===== config.mk =====
export PLATFORM = sky130hd
export DESIGN_NAME = ahb_lite_master
export DESIGN_NICKNAME = d
export VERILOG_FILES = /design/src/rtl/yadan_ahb_pkg.sv /design/src/rtl/ahb_lite_master.sv
export SDC_FILE = /design/constraint.sdc
export NUM_CORES = 1
export LEC_CHECK = 0
export CAP_MARGIN = 10
export CELL_PAD_IN_SITES_DETAIL_PLACEMENT = 0
export CELL_PAD_IN_SITES_GLOBAL_PLACEMENT = 1
export CORE_MARGIN = 3
export CORE_UTILIZATION = 35
export DETAILED_ROUTE_END_ITERATION = 10
export GPL_ROUTABILITY_DRIVEN = 0
export PLACE_DENSITY = 0.88
export SLEW_MARGIN = 20
export SYNTH_ARGS = -nofsm -noshare
export SYNTH_HDL_FRONTEND = slang
export SYNTH_SLANG_ARGS = --single-unit

===== constraint.sdc =====
create_clock -name HCLK -period 2.9 [get_ports HCLK]
set_input_delay 0.58 -clock HCLK [delete_from_list [all_inputs] [get_ports HCLK]]
set_output_delay 0.58 -clock HCLK [all_outputs]
set_load 0.02 [all_outputs]

===== src/rtl/yadan_ahb_pkg.sv =====
// Shared AHB-Lite encodings for the yadan bus blocks.
// Holds HTRANS/HSIZE/HRESP codes, HBURST/HPROT constants and master FSM states.
package yadan_ahb_pkg;

    localparam logic [1:0] HTRANS_IDLE   = 2'b00;
    localparam logic [1:0] HTRANS_NONSEQ = 2'b10;

    localparam logic [2:0] HSIZE_BYTE = 3'b000;
    localparam logic [2:0] HSIZE_HALF = 3'b001;
    localparam logic [2:0] HSIZE_WORD = 3'b010;

    // Only bit 0 carries meaning on AHB-Lite; used as a mask.
    localparam logic [1:0] HRESP_ERROR = 2'b01;

    localparam logic [2:0] HBURST_SINGLE   = 3'b000;
    localparam logic [3:0] HPROT_DATA_PRIV = 4'b0011;

    typedef enum logic [1:0] {
        ST_IDLE = 2'b00,
        ST_BUSY = 2'b01,
        ST_ERR2 = 2'b10
    } mst_state_e;

endpackage


===== src/rtl/ahb_lite_master.sv =====
// Single-transfer AHB-Lite master with a two-deep address/data pipeline.
// Ports: HCLK/HRESET; req_* handshake in; rsp_* pulse out; AHB-Lite H* master side.
module ahb_lite_master
    import yadan_ahb_pkg::*;
(
    input  logic        HCLK,
    input  logic        HRESET,

    input  logic        req_valid,
    output logic        req_ready,
    input  logic        req_write,
    input  logic [31:0] req_addr,
    input  logic [2:0]  req_size,
    input  logic [31:0] req_wdata,

    output logic        rsp_valid,
    output logic [31:0] rsp_rdata,
    output logic        rsp_err,

    output logic [31:0] HADDR,
    output logic [1:0]  HTRANS,
    output logic        HWRITE,
    output logic [2:0]  HSIZE,
    output logic [31:0] HWDATA,
    output logic [2:0]  HBURST,
    output logic [3:0]  HPROT,

    input  logic        HREADY,
    input  logic [31:0] HRDATA,
    input  logic [1:0]  HRESP
);

    mst_state_e  state_q, state_d;

    // Address-phase register; HADDR/HWRITE/HSIZE/HTRANS are its fields.
    logic        ap_valid_q, ap_valid_d;
    logic        ap_mis_q, ap_mis_d;
    logic [31:0] ap_wdata_q, ap_wdata_d;
    logic [1:0]  htrans_q, htrans_d;
    logic [31:0] haddr_q, haddr_d;
    logic        hwrite_q, hwrite_d;
    logic [2:0]  hsize_q, hsize_d;

    // Data-phase register; valid whenever state is BUSY.
    logic        dp_write_q, dp_write_d;
    logic        dp_mis_q, dp_mis_d;
    logic [31:0] hwdata_q, hwdata_d;

    // AP entry dropped by an ERROR, still owed an error response.
    logic        drop_q, drop_d;

    logic        rsp_valid_q, rsp_valid_d;
    logic        rsp_err_q, rsp_err_d;
    logic [31:0] rsp_rdata_q, rsp_rdata_d;

    logic [2:0]  req_size_n;
    logic [31:0] req_wdata_rep;
    logic        req_mis;
    logic        accept;
    logic        hresp_err;
    logic        dp_busy;
    logic        fire_now;
    logic        err_first;
    logic        dp_fail;

    // Unsupported size codes behave as word.
    always_comb begin
        req_size_n = HSIZE_WORD;
        if (req_size == HSIZE_BYTE || req_size == HSIZE_HALF) begin
            req_size_n = req_size;
        end
    end

    always_comb begin
        req_wdata_rep = req_wdata;
        case (req_size_n)
            HSIZE_BYTE: req_wdata_rep = {4{req_wdata[7:0]}};
            HSIZE_HALF: req_wdata_rep = {2{req_wdata[15:0]}};
            default:    req_wdata_rep = req_wdata;
        endcase
    end

    assign req_mis = (req_size_n == HSIZE_HALF && req_addr[0])
                  || (req_size_n == HSIZE_WORD && req_addr[1:0] != 2'b00);

    assign req_ready = (!ap_valid_q || HREADY)
                    && state_q != ST_ERR2
                    && !HRESET;

    assign accept    = req_valid && req_ready;
    assign hresp_err = |(HRESP & HRESP_ERROR);
    assign dp_busy   = state_q == ST_BUSY;

    // A misaligned request with nothing older in flight is answered
    // straight away; otherwise it rides the pipeline as a non-bus entry
    // so its error response keeps request order.
    assign fire_now  = accept && req_mis && !ap_valid_q
                    && state_q == ST_IDLE;

    // First cycle of the two-cycle ERROR response.
    assign err_first = dp_busy && !dp_mis_q && hresp_err && !HREADY;

    assign dp_fail   = dp_mis_q || hresp_err;

    always_comb begin
        state_d     = state_q;
        ap_valid_d  = ap_valid_q;
        ap_mis_d    = ap_mis_q;
        ap_wdata_d  = ap_wdata_q;
        htrans_d    = htrans_q;
        haddr_d     = haddr_q;
        hwrite_d    = hwrite_q;
        hsize_d     = hsize_q;
        dp_write_d  = dp_write_q;
        dp_mis_d    = dp_mis_q;
        hwdata_d    = hwdata_q;
        drop_d      = drop_q;
        rsp_valid_d = 1'b0;
        rsp_err_d   = 1'b0;
        rsp_rdata_d = '0;

        unique case (1'b1)
            state_q == ST_ERR2: begin
                if (HREADY) begin
                    state_d     = ap_valid_q ? ST_BUSY : ST_IDLE;
                    drop_d      = 1'b0;
                    rsp_valid_d = drop_q;
                    rsp_err_d   = drop_q;
                end
            end

            err_first: begin
                // Report the failed data phase now; the address
                // phase (or a request taken this edge) is dropped
                // and reported on the next response slot.
                state_d     = ST_ERR2;
                drop_d      = ap_valid_q || accept;
                ap_valid_d  = 1'b0;
                ap_mis_d    = 1'b0;
                htrans_d    = HTRANS_IDLE;
                rsp_valid_d = 1'b1;
                rsp_err_d   = 1'b1;
            end

            default: begin
                if (dp_busy && HREADY) begin
                    state_d     = ST_IDLE;
                    rsp_valid_d = 1'b1;
                    rsp_err_d   = dp_fail;
                    if (!dp_write_q && !dp_fail) begin
                        rsp_rdata_d = HRDATA;
                    end
                end

                if (HREADY) begin
                    if (ap_valid_q) begin
                        state_d    = ST_BUSY;
                        dp_write_d = hwrite_q;
                        dp_mis_d   = ap_mis_q;
                        hwdata_d   = ap_wdata_q;
                    end
                    ap_valid_d = 1'b0;
                    ap_mis_d   = 1'b0;
                    htrans_d   = HTRANS_IDLE;
                end

                if (fire_now) begin
                    rsp_valid_d = 1'b1;
                    rsp_err_d   = 1'b1;
                end else if (accept) begin
                    ap_valid_d = 1'b1;
                    ap_mis_d   = req_mis;
                    htrans_d   = req_mis ? HTRANS_IDLE : HTRANS_NONSEQ;
                    haddr_d    = req_addr;
                    hwrite_d   = req_write;
                    hsize_d    = req_size_n;
                    ap_wdata_d = req_write ? req_wdata_rep : '0;
                end
            end
        endcase
    end

    always_ff @(posedge HCLK) begin
        if (HRESET) begin
            state_q     <= ST_IDLE;
            ap_valid_q  <= 1'b0;
            ap_mis_q    <= 1'b0;
            ap_wdata_q  <= '0;
            htrans_q    <= HTRANS_IDLE;
            haddr_q     <= '0;
            hwrite_q    <= 1'b0;
            hsize_q     <= '0;
            dp_write_q  <= 1'b0;
            dp_mis_q    <= 1'b0;
            hwdata_q    <= '0;
            drop_q      <= 1'b0;
            rsp_valid_q <= 1'b0;
            rsp_err_q   <= 1'b0;
            rsp_rdata_q <= '0;
        end else begin
            state_q     <= state_d;
            ap_valid_q  <= ap_valid_d;
            ap_mis_q    <= ap_mis_d;
            ap_wdata_q  <= ap_wdata_d;
            htrans_q    <= htrans_d;
            haddr_q     <= haddr_d;
            hwrite_q    <= hwrite_d;
            hsize_q     <= hsize_d;
            dp_write_q  <= dp_write_d;
            dp_mis_q    <= dp_mis_d;
            hwdata_q    <= hwdata_d;
            drop_q      <= drop_d;
            rsp_valid_q <= rsp_valid_d;
            rsp_err_q   <= rsp_err_d;
            rsp_rdata_q <= rsp_rdata_d;
        end
    end

    assign HTRANS    = htrans_q;
    assign HADDR     = haddr_q;
    assign HWRITE    = hwrite_q;
    assign HSIZE     = hsize_q;
    assign HWDATA    = hwdata_q;
    assign HBURST    = HBURST_SINGLE;
    assign HPROT     = HPROT_DATA_PRIV;

    assign rsp_valid = rsp_valid_q;
    assign rsp_err   = rsp_err_q;
    assign rsp_rdata = rsp_rdata_q;

endmodule


==> results of run 1 <==
tightest hold or removal path: cells and delay by family, from the launching register on:
kind / cells / cell delay (ps)
AOI/OAI and AO/OA: 1 / 50
and+or+nand+nor: 1 / 50
DFF: 1 / 300
final cells by class:
class	instances	area share
clock inverters	9	0.0124
flip-flops and latches	143	0.335
inverters	3	0.00132
well taps	211	0.0309
repair buffers	232	0.266
diodes	1	0.000293
multi-input cells	396	0.296
clock buffers	23	0.0583
kinds of logic after synthesis:
family          after synthesis  share of synthesized area
buf+inv                      68                     0.0578
simple gates                192                      0.173
other cells                   2                    0.00132
compound gates              173                      0.223
mux                          24                     0.0422
flops                       143                      0.503
cell usage in the layout, fill, tap and decap left out, types with 12 or more instances in the layout:
cell type,synthesis,routed
sky130_fd_sc_hd__a21oi_1,83,83
sky130_fd_sc_hd__dfxtp_1,143,143
sky130_fd_sc_hd__o31ai_1,43,43
sky130_fd_sc_hd__mux2i_1,24,24
sky130_fd_sc_hd__clkbuf_16,0,17
sky130_fd_sc_hd__nand2_1,88,88
sky130_fd_sc_hd__clkdlybuf4s50_1,0,208
sky130_fd_sc_hd__and2_1,33,33
sky130_fd_sc_hd__buf_4,7,22
sky130_fd_sc_hd__nand4_1,34,34
sky130_fd_sc_hd__o2bb2ai_2,20,20
sky130_fd_sc_hd__o21ai_0,12,12
cells in the mapped netlist (2+ instances only):
cell type	count
sky130_fd_sc_hd__o2bb2ai_1	4
sky130_fd_sc_hd__or4_1	11
sky130_fd_sc_hd__conb_1	2
sky130_fd_sc_hd__clkbuf_1	29
sky130_fd_sc_hd__o31ai_1	43
sky130_fd_sc_hd__and2_1	33
sky130_fd_sc_hd__o21ai_0	12
sky130_fd_sc_hd__mux2i_1	24
sky130_fd_sc_hd__buf_4	7
sky130_fd_sc_hd__buf_6	2
sky130_fd_sc_hd__nand2b_1	3
sky130_fd_sc_hd__nor3_1	3
sky130_fd_sc_hd__o2bb2ai_2	20
sky130_fd_sc_hd__nand3_1	5
sky130_fd_sc_hd__nand4_1	34
sky130_fd_sc_hd__nand2_1	88
sky130_fd_sc_hd__nor2_1	5
sky130_fd_sc_hd__nor2b_1	2
sky130_fd_sc_hd__inv_1	3
sky130_fd_sc_hd__dfxtp_1	143
sky130_fd_sc_hd__a21oi_1	83
sky130_fd_sc_hd__buf_2	25
sky130_fd_sc_hd__and3_1	2
sky130_fd_sc_hd__a211oi_1	2
metal layers:
| layer | vias to the layer above | routed length [um] | GRT usage |
|---|---|---|---|
| met5 | - | 0 | 0 |
| met4 | 0 | 231 | 0.0594 |
| met3 | 18 | 1290 | 0.0680 |
| met2 | 198 | 7860 | 0.299 |
| met1 | 2502 | 7330 | 0.240 |
| li1 | 2535 | - | - |
worst paths after layout:
path	startpoint	end	slack (ps)	cells past startpoint
setup / recovery	HREADY	req_ready	300	4
hold / removal	HWDATA[2]$_SDFFE_PP0P_	HWDATA[2]$_SDFFE_PP0P_	450	2
setup reg to reg	state_q[0]$_SDFFE_PP0P_	ap_wdata_q[27]$_SDFFE_PP0P_	930	5
hold reg to reg	HWDATA[2]$_SDFFE_PP0P_	HWDATA[2]$_SDFFE_PP0P_	450	2
state kept, by name (all words and copies together), names as in the netlist:
name / count
HWDATA: 32
ap_wdata_q: 32
HADDR: 32
dp_write_q: 1
rsp_err: 1
ap_valid_q: 1
HWRITE: 1
rsp_rdata: 32
ap_mis_q: 1
state_q: 2
HTRANS: 2
HSIZE: 3
drop_q: 1
dp_mis_q: 1
rsp_valid: 1
power by group through the flow:
stage	clock network, mW	logic (mW)	registers (mW)
after CTS	2.24	0.480	2.02
final	2.20	0.481	2.02
after global routing	2.32	0.516	2.02
after floorplan	0	0.212	2.08
after global placement	0	0.469	2.06
after detailed placement	0	0.477	2.06
==> reports/results.md, run 1 <==
| Metric | This run | Unit |
|---|---|---|
| Congestion Overflow GR | 0 | - |
| First-pass DRT Iterations | 4 | - |
| TritonCTS clock tree | yes | - |
| Dpl ws | 247 | ps |
| Post-Layout Inst Area | 0.00855 | mm2 |
| Proportion of power drawn by flip-flops and latches | 0.429 | - |
| Final cell count without fillers | 1018 | - |
| Detailed Route WL | 16700 | um |
| Remaining max-slew budget at the tightest pin | 0.405 | - |
| Largest stage delay on the critical path | 630 | ps |
| Overall die height | 134 | um |
| Crit path cell chain | clkdlybuf4s50_1 -> nand2b_1 -> and3_1 -> clkdlybuf4s50_1 | - |
| Hold slack | 453 | ps |
| Fraction of layout cells with a size suffix above 1 | 0.102 | - |
| Resized Gates After CTS | 0 | - |
| Post-detailed-placement cell area | 0.00794 | mm2 |
| Library cell used as clock root buffer | sky130_fd_sc_hd__clkbuf_16 | - |
| Comb power frac | 0.102 | - |
| Switching Share | 0.232 | - |
| Accumulated negative setup slack | 0 | ps |
| Internal power | 3.61 | mW |
| Worst-case vdd ir drop | 0.000333 | V |
| Synthesis Warnings | 0 | - |
| Kind of cell adding the most delay to the critical path | buffers and inverters | - |
| Slowest stage cell, crit path | sky130_fd_sc_hd__clkdlybuf4s50_1 | - |
| Kind of critical path | in -> out | - |
| Hold Crit Class | reg -> reg | - |
| Setup Fix Bufs, Post-CTS | 0 | - |
| Max-slew violation count | 0 | - |
| Cell types with the largest area share after synthesis | sky130_fd_sc_hd__dfxtp_1 (50%), sky130_fd_sc_hd__a21oi_1 (7.3%), sky130_fd_sc_hd__nand2_1 (5.8%) | - |
| Detail Route Antenna Nets | 0 | - |
| Number of sinks driven by the clock tree | 143 | - |
| Filler cell count | 1430 | - |
| Synth top area share | 0.503 | - |
| Final hold viol count | 0 | - |
| Finish-stage setup viols | 0 | - |
| WP buf/inv | 2 | - |
| Final critical-path setup slack | 302 | ps |
| Library cells used by synthesis | 41 | - |
| EDFF count, synth | 0 | - |
| Count of buffers inserted at the top-level ports | 209 | - |
| Post-CTS Hold Buffers | 0 | - |
| Most frequent cell on the critical path | sky130_fd_sc_hd__clkdlybuf4s50_1 | - |
| Nets | 899 | - |
| Pwr per Cell Area | 550 | mW/mm2 |
| Global-route wire length before repair | 27300 | um |
| Worst clock skew | 7.29 | ps |
| CTS HTree Levels | 4 | - |
| Clk pwr share | 0.468 | - |
| Average wire per standard cell | 16.4 | um |
| Yosys top cell by area | sky130_fd_sc_hd__dfxtp_1 | - |
| Number of max-cap violations | 0 | - |
| Number of global-route vias before repair | 5158 | - |
| Sequential cell area | 0.00286 | mm2 |
| Status | finished clean | - |
| Achievable clock frequency | 385 | MHz |
| Data required, critical path | 2320 | ps |
| Top-level I/O count | 218 | - |
| Slew at the pin with the worst max-slew slack | 893 | ps |
| Top flip-flop cell by instance count after synthesis | sky130_fd_sc_hd__dfxtp_1 | - |
| RSZ-0062 raised after global routing | no | - |
| Startpoint types | input port | - |
| Fin crit share | 0.896 | - |
| Post-CTS clock slew at the launch and capture registers of the worst setup and hold paths | 50 | ps |
| Final core utilization | 0.550 | - |
| Core box area | 0.0155 | mm2 |
| Die Outline Area | 0.0178 | mm2 |
| Critical Path Fanout Max | 3 | - |
| Async SR Flop Fraction | 0 | - |
| Pin count of the biggest net entering global routing | 84 | - |
| Starting DRC count in detailed routing | 212 | - |
| Placed Cells incl. Taps | 985 | - |
| Starting Density | 0.366 | - |
| Crit end category | output port | - |
| Net switching component of the power | 1.09 | mW |
| Cell Rows | 45 | - |
| Worst-skew pair later-pin latency | 420 | ps |
| Synthesized instance count | 602 | - |
| Final critical path time including I/O delays and setup | 2600 | ps |
| Detailed placement HPWL | 11700 | um |
| Static power due to leakage | 2.97 | nW |
| Design Power | 4.70 | mW |
| Mean Syn Cell Area | 9.45 | um2 |
| Multi-input gate area | 0.00253 | mm2 |
| Number of buffers inserted during clock tree synthesis | 17 | - |
| Register bit total from synthesis | 143 | - |
| Sequential element share of the synthesized area | 0.503 | - |
| Vias per cell | 5.16 | - |
| Area Overhead vs Synth | 50.2 | % |
| Width of the chip | 134 | um |
| Total DRC errors in the routed layout | 0 | - |
| Initial antenna violation count | 1 | - |
| Vias | 5253 | - |
| Netlist Area Pre-Place | 0.00569 | mm2 |
| Maximum buffer depth of the clock tree | 2 | - |
| Global routing usage summed across all routing layers | 0.189 | - |
| Critical Path AT | 2020 | ps |
(Power assumes the default switching activity.)
==> run 2, diff against run 1 <==
--- a/config.mk
+++ b/config.mk
@@ -10,6 +10,7 @@
 export CELL_PAD_IN_SITES_GLOBAL_PLACEMENT = 1
 export CORE_MARGIN = 3
 export CORE_UTILIZATION = 35
+export CTS_CLUSTER_SIZE = 25
 export DETAILED_ROUTE_END_ITERATION = 10
 export GPL_ROUTABILITY_DRIVEN = 0
 export PLACE_DENSITY = 0.88
==> results of run 2 <==
The final DEF is identical to that of run 1; final timing and power are the same.
